<file path="config.mk">
export PLATFORM = sky130hd
export DESIGN_NAME = otter_pipe_ctrl_flat
export DESIGN_NICKNAME = d
export VERILOG_FILES = /design/src/rtl/otter_pkg.sv /design/src/rtl/otter_pipe_ctrl_if.sv /design/src/rtl/otter_fwd_unit.sv /design/src/rtl/otter_pipe_ctrl.sv /design/src/flat_wrapper.sv
export SDC_FILE = /design/constraint.sdc
export NUM_CORES = 1
export LEC_CHECK = 0
export ABC_AREA = 0
export CELL_PAD_IN_SITES_DETAIL_PLACEMENT = 0
export CELL_PAD_IN_SITES_GLOBAL_PLACEMENT = 2
export CORE_UTILIZATION = 27
export CTS_BUF_LIST = sky130_fd_sc_hd__clkbuf_8
export DETAILED_ROUTE_END_ITERATION = 10
export GPL_TIMING_DRIVEN = 0
export PLACE_DENSITY_LB_ADDON = 0.1
export SYNTH_ARGS = -nofsm -noshare
export SYNTH_HDL_FRONTEND = slang
export SYNTH_SLANG_ARGS = --single-unit
</file>
<file path="constraint.sdc">
create_clock -name CLK -period 4.5 [get_ports CLK]
set_input_delay 0.675 -clock CLK [delete_from_list [all_inputs] [get_ports CLK]]
set_output_delay 0.675 -clock CLK [all_outputs]
set_load 0.01 [all_outputs]
</file>
<file path="src/rtl/otter_pkg.sv">
// -----------------------------------------------------------------------------
// otter_pkg
// Shared types and constants for the OTTER pipeline sequencing controller.
//   fwd_sel_t : ALU operand source select (RF/DE value, EX/MEM result, MEM/WB data)
//   REG_X0    : hard-wired zero register address, never forwarded or hazarded on
//   regHit    : "this source is read and matches that destination" helper
// -----------------------------------------------------------------------------
package otter_pkg;

    localparam int unsigned REG_ADDR_W = 5;
    localparam int unsigned FWD_W      = 2;

    typedef enum logic [FWD_W-1:0] {
        FWD_RF    = 2'd0,
        FWD_EXMEM = 2'd1,
        FWD_MEMWB = 2'd2
    } fwd_sel_t;

    localparam logic [REG_ADDR_W-1:0] REG_X0 = 5'd0;

    // True when a used source register equals a destination register.
    function automatic logic regHit(
        input logic                  used,
        input logic [REG_ADDR_W-1:0] src,
        input logic [REG_ADDR_W-1:0] dst
    );
        return used && (src == dst);
    endfunction

endpackage

</file>
<file path="src/rtl/otter_pipe_ctrl_if.sv">
// -----------------------------------------------------------------------------
// otter_pipe_ctrl_if
// Bundle between the OTTER datapath and its sequencing controller.
//   master : datapath side, drives stage register fields, receives stalls/valids
//   slave  : controller side (otter_pipe_ctrl)
// Inputs to the controller : DE/EX/MEM/WB register fields, BR_TAKEN, MEM_BUSY, CNT_CLR
// Outputs of the controller: STALL_*, *_VALID, FWD_*_SEL, DMEM_WE, RF_WE, counters
// -----------------------------------------------------------------------------
interface otter_pipe_ctrl_if
    import otter_pkg::*;
#(
    parameter int unsigned CNT_W = 16
);

    logic [REG_ADDR_W-1:0] DE_RS1;
    logic [REG_ADDR_W-1:0] DE_RS2;
    logic                  DE_RS1_USED;
    logic                  DE_RS2_USED;
    logic [REG_ADDR_W-1:0] EX_RS1;
    logic [REG_ADDR_W-1:0] EX_RS2;
    logic                  EX_RS1_USED;
    logic                  EX_RS2_USED;
    logic [REG_ADDR_W-1:0] EX_RD;
    logic                  EX_REG_WRITE;
    logic                  EX_MEM_READ;
    logic                  BR_TAKEN;
    logic [REG_ADDR_W-1:0] MEM_RD;
    logic                  MEM_REG_WRITE;
    logic                  MEM_MEM_READ;
    logic                  MEM_MEM_WRITE;
    logic [REG_ADDR_W-1:0] WB_RD;
    logic                  WB_REG_WRITE;
    logic                  MEM_BUSY;
    logic                  CNT_CLR;

    logic                  STALL_PC;
    logic                  STALL_IF;
    logic                  STALL_DE;
    logic                  STALL_EX;
    logic                  STALL_MEM;
    logic                  STALL_WB;
    logic                  IF_DE_VALID;
    logic                  DE_EX_VALID;
    logic                  EX_MEM_VALID;
    logic                  MEM_WB_VALID;
    logic [FWD_W-1:0]      FWD_A_SEL;
    logic [FWD_W-1:0]      FWD_B_SEL;
    logic                  DMEM_WE;
    logic                  RF_WE;
    logic [CNT_W-1:0]      STALL_CNT;
    logic [CNT_W-1:0]      FLUSH_CNT;

    modport master (
        output DE_RS1, DE_RS2, DE_RS1_USED, DE_RS2_USED,
               EX_RS1, EX_RS2, EX_RS1_USED, EX_RS2_USED,
               EX_RD, EX_REG_WRITE, EX_MEM_READ, BR_TAKEN,
               MEM_RD, MEM_REG_WRITE, MEM_MEM_READ, MEM_MEM_WRITE,
               WB_RD, WB_REG_WRITE, MEM_BUSY, CNT_CLR,
        input  STALL_PC, STALL_IF, STALL_DE, STALL_EX, STALL_MEM, STALL_WB,
               IF_DE_VALID, DE_EX_VALID, EX_MEM_VALID, MEM_WB_VALID,
               FWD_A_SEL, FWD_B_SEL, DMEM_WE, RF_WE, STALL_CNT, FLUSH_CNT
    );

    modport slave (
        input  DE_RS1, DE_RS2, DE_RS1_USED, DE_RS2_USED,
               EX_RS1, EX_RS2, EX_RS1_USED, EX_RS2_USED,
               EX_RD, EX_REG_WRITE, EX_MEM_READ, BR_TAKEN,
               MEM_RD, MEM_REG_WRITE, MEM_MEM_READ, MEM_MEM_WRITE,
               WB_RD, WB_REG_WRITE, MEM_BUSY, CNT_CLR,
        output STALL_PC, STALL_IF, STALL_DE, STALL_EX, STALL_MEM, STALL_WB,
               IF_DE_VALID, DE_EX_VALID, EX_MEM_VALID, MEM_WB_VALID,
               FWD_A_SEL, FWD_B_SEL, DMEM_WE, RF_WE, STALL_CNT, FLUSH_CNT
    );

endinterface

</file>
<file path="src/rtl/otter_fwd_unit.sv">
// -----------------------------------------------------------------------------
// otter_fwd_unit
// Combinational ALU operand source select for one EX operand.
//   exRs/exRsUsed          : source register of the EX instruction
//   memValid/RegWrite/MemRead/Rd : EX/MEM producer
//   wbValid/RegWrite/Rd    : MEM/WB producer
//   fwdSel                 : FWD_RF / FWD_EXMEM / FWD_MEMWB
// -----------------------------------------------------------------------------
module otter_fwd_unit
    import otter_pkg::*;
(
    input  logic [REG_ADDR_W-1:0] exRs,
    input  logic                  exRsUsed,
    input  logic                  memValid,
    input  logic                  memRegWrite,
    input  logic                  memMemRead,
    input  logic [REG_ADDR_W-1:0] memRd,
    input  logic                  wbValid,
    input  logic                  wbRegWrite,
    input  logic [REG_ADDR_W-1:0] wbRd,
    output fwd_sel_t              fwdSel
);

    // Nearer producer wins; a load in EX/MEM has no ALU result worth taking,
    // so it falls through to MEM/WB (the load-use stall guarantees it is there).
    always_comb begin
        fwdSel = FWD_RF;
        if (exRsUsed && (exRs != REG_X0)) begin
            if (memValid && memRegWrite && !memMemRead && (memRd == exRs)) begin
                fwdSel = FWD_EXMEM;
            end else if (wbValid && wbRegWrite && (wbRd == exRs)) begin
                fwdSel = FWD_MEMWB;
            end
        end
    end

endmodule

</file>
<file path="src/rtl/otter_pipe_ctrl.sv">
// -----------------------------------------------------------------------------
// otter_pipe_ctrl
// Sequencing controller for the 5-stage OTTER pipeline.
//   CLK, RESET_N : clock, asynchronous active-low reset
//   bus (slave)  : stage register fields and status in; stalls, stage valids,
//                  forwarding selects, write-enable gating and saturating
//                  stall/flush counters out
// Priority: memory freeze > taken-branch flush > load-use stall.
// -----------------------------------------------------------------------------
module otter_pipe_ctrl
    import otter_pkg::*;
#(
    parameter int unsigned CNT_W = 16
) (
    input  logic             CLK,
    input  logic             RESET_N,
    otter_pipe_ctrl_if.slave bus
);

    localparam logic [CNT_W-1:0] CNT_MAX = '1;

    logic             ifDeValid;
    logic             deExValid;
    logic             exMemValid;
    logic             memWbValid;
    logic [CNT_W-1:0] stallCnt;
    logic [CNT_W-1:0] flushCnt;

    logic             freeze;
    logic             flush;
    logic             loadUse;
    logic             luRaw;
    logic             frontStall;
    fwd_sel_t         fwdA;
    fwd_sel_t         fwdB;
    logic             unusedSigs;

    // Hazard terms, already reduced by priority.
    always_comb begin
        luRaw   = deExValid && bus.EX_MEM_READ && (bus.EX_RD != REG_X0) && ifDeValid &&
                  (regHit(bus.DE_RS1_USED, bus.DE_RS1, bus.EX_RD) ||
                   regHit(bus.DE_RS2_USED, bus.DE_RS2, bus.EX_RD));
        freeze  = bus.MEM_BUSY;
        flush   = !freeze && bus.BR_TAKEN && deExValid;
        loadUse = !freeze && !flush && luRaw;
        frontStall = freeze || loadUse;
    end

    // Stalls are combinational; forced low while reset is asserted.
    assign bus.STALL_PC  = RESET_N && frontStall;
    assign bus.STALL_IF  = RESET_N && frontStall;
    assign bus.STALL_DE  = RESET_N && frontStall;
    assign bus.STALL_EX  = RESET_N && freeze;
    assign bus.STALL_MEM = RESET_N && freeze;
    assign bus.STALL_WB  = RESET_N && freeze;

    // Stage valid bits; a freeze holds everything.
    always_ff @(posedge CLK or negedge RESET_N) begin
        if (!RESET_N) begin
            ifDeValid  <= 1'b0;
            deExValid  <= 1'b0;
            exMemValid <= 1'b0;
            memWbValid <= 1'b0;
        end else if (!freeze) begin
            if (flush) begin
                // Squash the two younger instructions; the branch moves on.
                ifDeValid  <= 1'b0;
                deExValid  <= 1'b0;
                exMemValid <= 1'b1;
                memWbValid <= exMemValid;
            end else if (loadUse) begin
                // Consumer waits in DE, bubble enters EX.
                deExValid  <= 1'b0;
                exMemValid <= deExValid;
                memWbValid <= exMemValid;
            end else begin
                ifDeValid  <= 1'b1;
                deExValid  <= ifDeValid;
                exMemValid <= deExValid;
                memWbValid <= exMemValid;
            end
        end
    end

    // Saturating performance counters; clear beats increment.
    always_ff @(posedge CLK or negedge RESET_N) begin
        if (!RESET_N) begin
            stallCnt <= '0;
            flushCnt <= '0;
        end else if (bus.CNT_CLR) begin
            stallCnt <= '0;
            flushCnt <= '0;
        end else begin
            if (frontStall && (stallCnt != CNT_MAX)) begin
                stallCnt <= stallCnt + CNT_W'(1);
            end
            if (flush && (flushCnt != CNT_MAX)) begin
                flushCnt <= flushCnt + CNT_W'(1);
            end
        end
    end

    otter_fwd_unit uFwdA (
        .exRs        (bus.EX_RS1),
        .exRsUsed    (bus.EX_RS1_USED),
        .memValid    (exMemValid),
        .memRegWrite (bus.MEM_REG_WRITE),
        .memMemRead  (bus.MEM_MEM_READ),
        .memRd       (bus.MEM_RD),
        .wbValid     (memWbValid),
        .wbRegWrite  (bus.WB_REG_WRITE),
        .wbRd        (bus.WB_RD),
        .fwdSel      (fwdA)
    );

    otter_fwd_unit uFwdB (
        .exRs        (bus.EX_RS2),
        .exRsUsed    (bus.EX_RS2_USED),
        .memValid    (exMemValid),
        .memRegWrite (bus.MEM_REG_WRITE),
        .memMemRead  (bus.MEM_MEM_READ),
        .memRd       (bus.MEM_RD),
        .wbValid     (memWbValid),
        .wbRegWrite  (bus.WB_REG_WRITE),
        .wbRd        (bus.WB_RD),
        .fwdSel      (fwdB)
    );

    assign bus.IF_DE_VALID  = ifDeValid;
    assign bus.DE_EX_VALID  = deExValid;
    assign bus.EX_MEM_VALID = exMemValid;
    assign bus.MEM_WB_VALID = memWbValid;
    assign bus.FWD_A_SEL    = FWD_W'(fwdA);
    assign bus.FWD_B_SEL    = FWD_W'(fwdB);
    // Store enable stays up through a freeze; the memory decides completion.
    assign bus.DMEM_WE      = exMemValid && bus.MEM_MEM_WRITE;
    assign bus.RF_WE        = memWbValid && bus.WB_REG_WRITE;
    assign bus.STALL_CNT    = stallCnt;
    assign bus.FLUSH_CNT    = flushCnt;

    // EX write-back flag is carried on the bus but not needed for sequencing.
    assign unusedSigs = bus.EX_REG_WRITE;

endmodule

</file>
<file path="src/flat_wrapper.sv">
// flat-port wrapper written by rule: the top's interface ports become plain ports
module otter_pipe_ctrl_flat import otter_pkg::*;
#(
    parameter int unsigned CNT_W = 16
)
  (CLK, RESET_N, bus_DE_RS1, bus_DE_RS2, bus_DE_RS1_USED, bus_DE_RS2_USED, bus_EX_RS1, bus_EX_RS2, bus_EX_RS1_USED, bus_EX_RS2_USED, bus_EX_RD, bus_EX_REG_WRITE, bus_EX_MEM_READ, bus_BR_TAKEN, bus_MEM_RD, bus_MEM_REG_WRITE, bus_MEM_MEM_READ, bus_MEM_MEM_WRITE, bus_WB_RD, bus_WB_REG_WRITE, bus_MEM_BUSY, bus_CNT_CLR, bus_STALL_PC, bus_STALL_IF, bus_STALL_DE, bus_STALL_EX, bus_STALL_MEM, bus_STALL_WB, bus_IF_DE_VALID, bus_DE_EX_VALID, bus_EX_MEM_VALID, bus_MEM_WB_VALID, bus_FWD_A_SEL, bus_FWD_B_SEL, bus_DMEM_WE, bus_RF_WE, bus_STALL_CNT, bus_FLUSH_CNT);
  otter_pipe_ctrl_if #(.CNT_W(CNT_W)) bus_i ();
  input  logic CLK;
  input  logic RESET_N;
  input wire logic [$bits(bus_i.DE_RS1)-1:0] bus_DE_RS1;
  input wire logic [$bits(bus_i.DE_RS2)-1:0] bus_DE_RS2;
  input wire logic [$bits(bus_i.DE_RS1_USED)-1:0] bus_DE_RS1_USED;
  input wire logic [$bits(bus_i.DE_RS2_USED)-1:0] bus_DE_RS2_USED;
  input wire logic [$bits(bus_i.EX_RS1)-1:0] bus_EX_RS1;
  input wire logic [$bits(bus_i.EX_RS2)-1:0] bus_EX_RS2;
  input wire logic [$bits(bus_i.EX_RS1_USED)-1:0] bus_EX_RS1_USED;
  input wire logic [$bits(bus_i.EX_RS2_USED)-1:0] bus_EX_RS2_USED;
  input wire logic [$bits(bus_i.EX_RD)-1:0] bus_EX_RD;
  input wire logic [$bits(bus_i.EX_REG_WRITE)-1:0] bus_EX_REG_WRITE;
  input wire logic [$bits(bus_i.EX_MEM_READ)-1:0] bus_EX_MEM_READ;
  input wire logic [$bits(bus_i.BR_TAKEN)-1:0] bus_BR_TAKEN;
  input wire logic [$bits(bus_i.MEM_RD)-1:0] bus_MEM_RD;
  input wire logic [$bits(bus_i.MEM_REG_WRITE)-1:0] bus_MEM_REG_WRITE;
  input wire logic [$bits(bus_i.MEM_MEM_READ)-1:0] bus_MEM_MEM_READ;
  input wire logic [$bits(bus_i.MEM_MEM_WRITE)-1:0] bus_MEM_MEM_WRITE;
  input wire logic [$bits(bus_i.WB_RD)-1:0] bus_WB_RD;
  input wire logic [$bits(bus_i.WB_REG_WRITE)-1:0] bus_WB_REG_WRITE;
  input wire logic [$bits(bus_i.MEM_BUSY)-1:0] bus_MEM_BUSY;
  input wire logic [$bits(bus_i.CNT_CLR)-1:0] bus_CNT_CLR;
  output wire logic [$bits(bus_i.STALL_PC)-1:0] bus_STALL_PC;
  output wire logic [$bits(bus_i.STALL_IF)-1:0] bus_STALL_IF;
  output wire logic [$bits(bus_i.STALL_DE)-1:0] bus_STALL_DE;
  output wire logic [$bits(bus_i.STALL_EX)-1:0] bus_STALL_EX;
  output wire logic [$bits(bus_i.STALL_MEM)-1:0] bus_STALL_MEM;
  output wire logic [$bits(bus_i.STALL_WB)-1:0] bus_STALL_WB;
  output wire logic [$bits(bus_i.IF_DE_VALID)-1:0] bus_IF_DE_VALID;
  output wire logic [$bits(bus_i.DE_EX_VALID)-1:0] bus_DE_EX_VALID;
  output wire logic [$bits(bus_i.EX_MEM_VALID)-1:0] bus_EX_MEM_VALID;
  output wire logic [$bits(bus_i.MEM_WB_VALID)-1:0] bus_MEM_WB_VALID;
  output wire logic [$bits(bus_i.FWD_A_SEL)-1:0] bus_FWD_A_SEL;
  output wire logic [$bits(bus_i.FWD_B_SEL)-1:0] bus_FWD_B_SEL;
  output wire logic [$bits(bus_i.DMEM_WE)-1:0] bus_DMEM_WE;
  output wire logic [$bits(bus_i.RF_WE)-1:0] bus_RF_WE;
  output wire logic [$bits(bus_i.STALL_CNT)-1:0] bus_STALL_CNT;
  output wire logic [$bits(bus_i.FLUSH_CNT)-1:0] bus_FLUSH_CNT;
  assign bus_i.DE_RS1 = bus_DE_RS1;
  assign bus_i.DE_RS2 = bus_DE_RS2;
  assign bus_i.DE_RS1_USED = bus_DE_RS1_USED;
  assign bus_i.DE_RS2_USED = bus_DE_RS2_USED;
  assign bus_i.EX_RS1 = bus_EX_RS1;
  assign bus_i.EX_RS2 = bus_EX_RS2;
  assign bus_i.EX_RS1_USED = bus_EX_RS1_USED;
  assign bus_i.EX_RS2_USED = bus_EX_RS2_USED;
  assign bus_i.EX_RD = bus_EX_RD;
  assign bus_i.EX_REG_WRITE = bus_EX_REG_WRITE;
  assign bus_i.EX_MEM_READ = bus_EX_MEM_READ;
  assign bus_i.BR_TAKEN = bus_BR_TAKEN;
  assign bus_i.MEM_RD = bus_MEM_RD;
  assign bus_i.MEM_REG_WRITE = bus_MEM_REG_WRITE;
  assign bus_i.MEM_MEM_READ = bus_MEM_MEM_READ;
  assign bus_i.MEM_MEM_WRITE = bus_MEM_MEM_WRITE;
  assign bus_i.WB_RD = bus_WB_RD;
  assign bus_i.WB_REG_WRITE = bus_WB_REG_WRITE;
  assign bus_i.MEM_BUSY = bus_MEM_BUSY;
  assign bus_i.CNT_CLR = bus_CNT_CLR;
  assign bus_STALL_PC = bus_i.STALL_PC;
  assign bus_STALL_IF = bus_i.STALL_IF;
  assign bus_STALL_DE = bus_i.STALL_DE;
  assign bus_STALL_EX = bus_i.STALL_EX;
  assign bus_STALL_MEM = bus_i.STALL_MEM;
  assign bus_STALL_WB = bus_i.STALL_WB;
  assign bus_IF_DE_VALID = bus_i.IF_DE_VALID;
  assign bus_DE_EX_VALID = bus_i.DE_EX_VALID;
  assign bus_EX_MEM_VALID = bus_i.EX_MEM_VALID;
  assign bus_MEM_WB_VALID = bus_i.MEM_WB_VALID;
  assign bus_FWD_A_SEL = bus_i.FWD_A_SEL;
  assign bus_FWD_B_SEL = bus_i.FWD_B_SEL;
  assign bus_DMEM_WE = bus_i.DMEM_WE;
  assign bus_RF_WE = bus_i.RF_WE;
  assign bus_STALL_CNT = bus_i.STALL_CNT;
  assign bus_FLUSH_CNT = bus_i.FLUSH_CNT;
  otter_pipe_ctrl #(.CNT_W(CNT_W)) u_core (.CLK(CLK), .RESET_N(RESET_N), .bus(bus_i));
endmodule
</file>
==> PnR_summary.wiki <==
{| class="wikitable"
! Metric !! Value
|-
| Cells on worst reg2reg path || 6
|-
| Post-route fraction of the period consumed by the critical path || 0.932
|-
| Area taken by multi-input logic gates || 1350 um2
|-
| Total number of vias || 2259
|-
| Sum of overflow across all layers after global routing || 0
|-
| Core ar. || 8260 um2
|-
| Crit path time final || 4190 ps
|-
| Clock tree from TritonCTS || built
|-
| Final-report max-slew violation count || 0
|-
| Number of distinct library cell variants in the gate-level netlist after synthesis || 43
|-
| Number of nets at the end of the flow || 414
|-
| Die area || 8990 um2
|-
| Setup-failing EPs final || 0
|-
| Post-synthesis net count || 311
|-
| Wire length after detailed routing || 6770 um
|-
| Number of flops mapped to enable cells by yosys || 0
|-
| Initial standard-cell utilization of the core || 0.282
|-
| DRT antenna net count || 0
|-
| Crit path DAT || 3520 ps
|-
| Number of post-CTS setup repair buffers || 0
|-
| Category of the worst setup path capture point || output pin
|-
| Count of state elements after synthesis || 36
|-
| Hold/Removal Path Class || in2async
|-
| Vias/cell || 4.83
|-
| Synth warn || 0
|-
| Critical path depth || 9
|-
| Clock buffer depth || 2
|-
| DIE WIDTH || 94.8 um
|-
| R2R Path Start || u_core.bus.STALL_CNT[7]$_DFFE_PN0P_
|-
| Number of buffer cells added on primary ports || 95
|-
| Vertical die dimension || 94.8 um
|-
| Average instance area after synthesis || 8.98 um2
|-
| TNS Setup || 0 ps
|-
| Routed wire per std cell || 14.5 um
|-
| Element type at the critical path start || input pin
|-
| Number of hold-slack violations in the final timing report || 0
|-
| Pin count of the biggest net entering global routing || 22
|-
| Layout filler cell count || 836
|-
| Post-CTS clock slew at the launch and capture registers of the worst setup and hold paths || 80 ps
|-
| Final hold slack || 335 ps
|-
| Count of buffering cells on the critical path with inverters included || 4
|-
| Tightest Pin Transition || 512 ps
|-
| Sequential cell area || 901 um2
|-
| Status || complete, no violations
|-
| Worst reg2reg setup slack || 2040 ps
|-
| Via count of the first global-routing pass || 2200
|-
| CP peak stage delay || 560 ps
|-
| HPWL after detailed placement || 5160 um
|-
| Count of pins on the block boundary || 98
|-
| Maxcap violations || 0
|-
| Cell count after synthesis || 259
|-
| TritonCTS Sinks || 36
|-
| Static leakage power || 1.33 nW
|-
| H-tree depth reported by CTS || 2
|-
| Layout Skew || 10.3 ps
|-
| Gates resized, CTS repair || 0
|-
| Critical Setup Path Class || in2out
|-
| Required arrival time at the worst endpoint || 3830 ps
|-
| Max Clock Freq || 238 MHz
|-
| GRT Resource Usage Total || 0.155
|-
| First-pass GRT wire length || 10800 um
|-
| Share of the yosys chip area belonging to registers || 0.387
|-
| Std cell rows || 33
|-
| Reg2Reg Capture Point || u_core.bus.STALL_CNT[5]$_DFFE_PN0P_
|-
| Critical path's slowest cell || o41a_1
|-
| Maximum fanout along the worst path || 10
|-
| DRC violation total after the first TritonRoute iteration || 94
|-
| Relative max-transition margin || 0.655
|-
| Fraction of final layout cells sized beyond drive strength 1 || 0.0716
|-
| Family with the most delay on the worst path || buffers and inverters
|-
| Top FF cell, synth || dfrtp_1
|-
| Pwr dens || 213 nW/um2
|-
| Area growth from synthesis to layout || 51.3%
|-
| Weighted congestion reported at the end of routability-driven placement || 0.756
|-
| Worst vdd rail ir drop || 0.135 mV
|-
| Initial antenna violation count || 0
|-
| Clock root buffer || clkbuf_8
|-
| TritonRoute pass-1 iters || 4
|-
| Detailed-route DRC error count || 0
|-
| Area of the mapped netlist || 2330 um2
|-
| Number of clock buffers inserted by TritonCTS || 5
|-
| FFs w/ async S/R, synth || 1.00
|-
| Number of diodes added for antenna fixing || 0
|-
| Most used cell along the critical path || clkdlybuf4s50_1
|-
| CTS hold repair buffers || 0
|-
| Critical path, cell by cell || clkdlybuf4s50_1, xor2_1, nor4_2, a32oi_1, o41a_1, buf_2, nor2b_1, buf_4, clkdlybuf4s50_1
|-
| Setup repair after global routing missed its margin || false
|-
| Insertion delay of the later-clocked pin in the worst-skew pair || 290 ps
|}
==> area by class of cell <==
class,instances,share of cell area
inverter,6,0.00640
buffer,9,0.0142
clock inverter,3,0.00533
sequential,36,0.256
timing repair buffer,96,0.277
tap,105,0.0373
multi-input combinational,208,0.384
clock buffer,5,0.0196
==> sequential cells by signal (all words and copies together) (netlist names) <==
name / count
u_core.bus.EX_MEM_VALID: 1
u_core.bus.DE_EX_VALID: 1
u_core.bus.STALL_CNT: 16
u_core.bus.FLUSH_CNT: 16
u_core.bus.IF_DE_VALID: 1
u_core.bus.MEM_WB_VALID: 1
==> cells in the final DEF (no fill, tap or decap), types with 3 or more instances in the layout <==
cell / synthesis / layout
nor3_1: 7 / 7
o31ai_1: 3 / 3
dfrtp_1: 36 / 36
o21ai_0: 4 / 4
mux2_2: 5 / 5
and2_1: 3 / 3
nand4_1: 13 / 13
clkbuf_8: 0 / 5
nor4_1: 6 / 6
buf_4: 4 / 4
nand2_1: 21 / 21
xor2_1: 21 / 21
a21oi_1: 10 / 10
clkdlybuf4s50_1: 0 / 94
xnor2_1: 25 / 25
a31o_2: 3 / 3
nand3_1: 11 / 11
nor2_1: 36 / 36
nor2b_1: 4 / 4
clkbuf_1: 4 / 4
or4_1: 8 / 8
inv_1: 6 / 6
==> cells by family after synthesis <==
family | count (synthesis) | share of synthesized area
mux | 7 | 0.0328
fa+ha+maj | 2 | 0.0108
simple gates | 120 | 0.266
buf+inv | 15 | 0.0312
xor+xnor | 46 | 0.173
flops | 36 | 0.387
compound gates | 33 | 0.0984
==> power by group <==
part / total, W / internal [W] / switching (W)
sequential: 0.000344 / 0.000333 / 0.0000107
clock: 0.000237 / 0.000108 / 0.000128
combinational: 0.000170 / 0.0000969 / 0.0000727
==> metal layers <==
| layer | up-vias | global-route usage | routed length (um) |
|---|---|---|---|
| met5 | - | 0 | 0 |
| met4 | 0 | 0.0303 | 50 |
| met3 | 4 | 0.0298 | 364 |
| met2 | 63 | 0.254 | 3010 |
| met1 | 1058 | 0.213 | 3340 |
| li1 | 1134 | - | - |
==> cells in the mapped netlist, drive strengths merged (4+ instances only) <==
| master | instances | share of area |
|---|---|---|
| a21oi | 10 | 0.022 |
| and2 | 4 | 0.011 |
| buf | 5 | 0.015 |
| clkbuf | 4 | 0.0065 |
| dfrtp | 36 | 0.39 |
| inv | 6 | 0.0097 |
| mux2 | 5 | 0.024 |
| nand2 | 21 | 0.034 |
| nand3 | 11 | 0.024 |
| nand4 | 13 | 0.035 |
| nor2 | 36 | 0.058 |
| nor2b | 4 | 0.011 |
| nor3 | 7 | 0.015 |
| nor4 | 7 | 0.022 |
| o21ai | 5 | 0.012 |
| or4 | 8 | 0.026 |
| xnor2 | 25 | 0.094 |
| xor2 | 21 | 0.079 |
==> worst max-delay path by stage <==
stage                               to  slack [ps]    startpoint
after floorplan           bus_STALL_IF        1460  bus_EX_RD[3]
after global placement    bus_STALL_IF         290  bus_EX_RD[3]
after detailed placement  bus_STALL_PC         300  bus_EX_RD[3]
after CTS                 bus_STALL_PC         280  bus_EX_RD[3]
after global routing      bus_STALL_IF         110  bus_EX_RD[3]
final                     bus_STALL_PC         310  bus_EX_RD[3]
==> stage by stage <==
stage	power (W)	instance area, um2	worst slack (ps)	cells	utilization
after CTS	0.000766	3520	283	468	0.426
after global routing	0.000793	3520	112	468	0.426
after detailed placement	0.000521	3430	295	460	0.415
final	0.000750	3520	305	468	0.426
after global placement	0.000519	3410	287	459	0.413
after floorplan	0.000415	2330	1460	259	-
(Power assumes the default switching activity.)
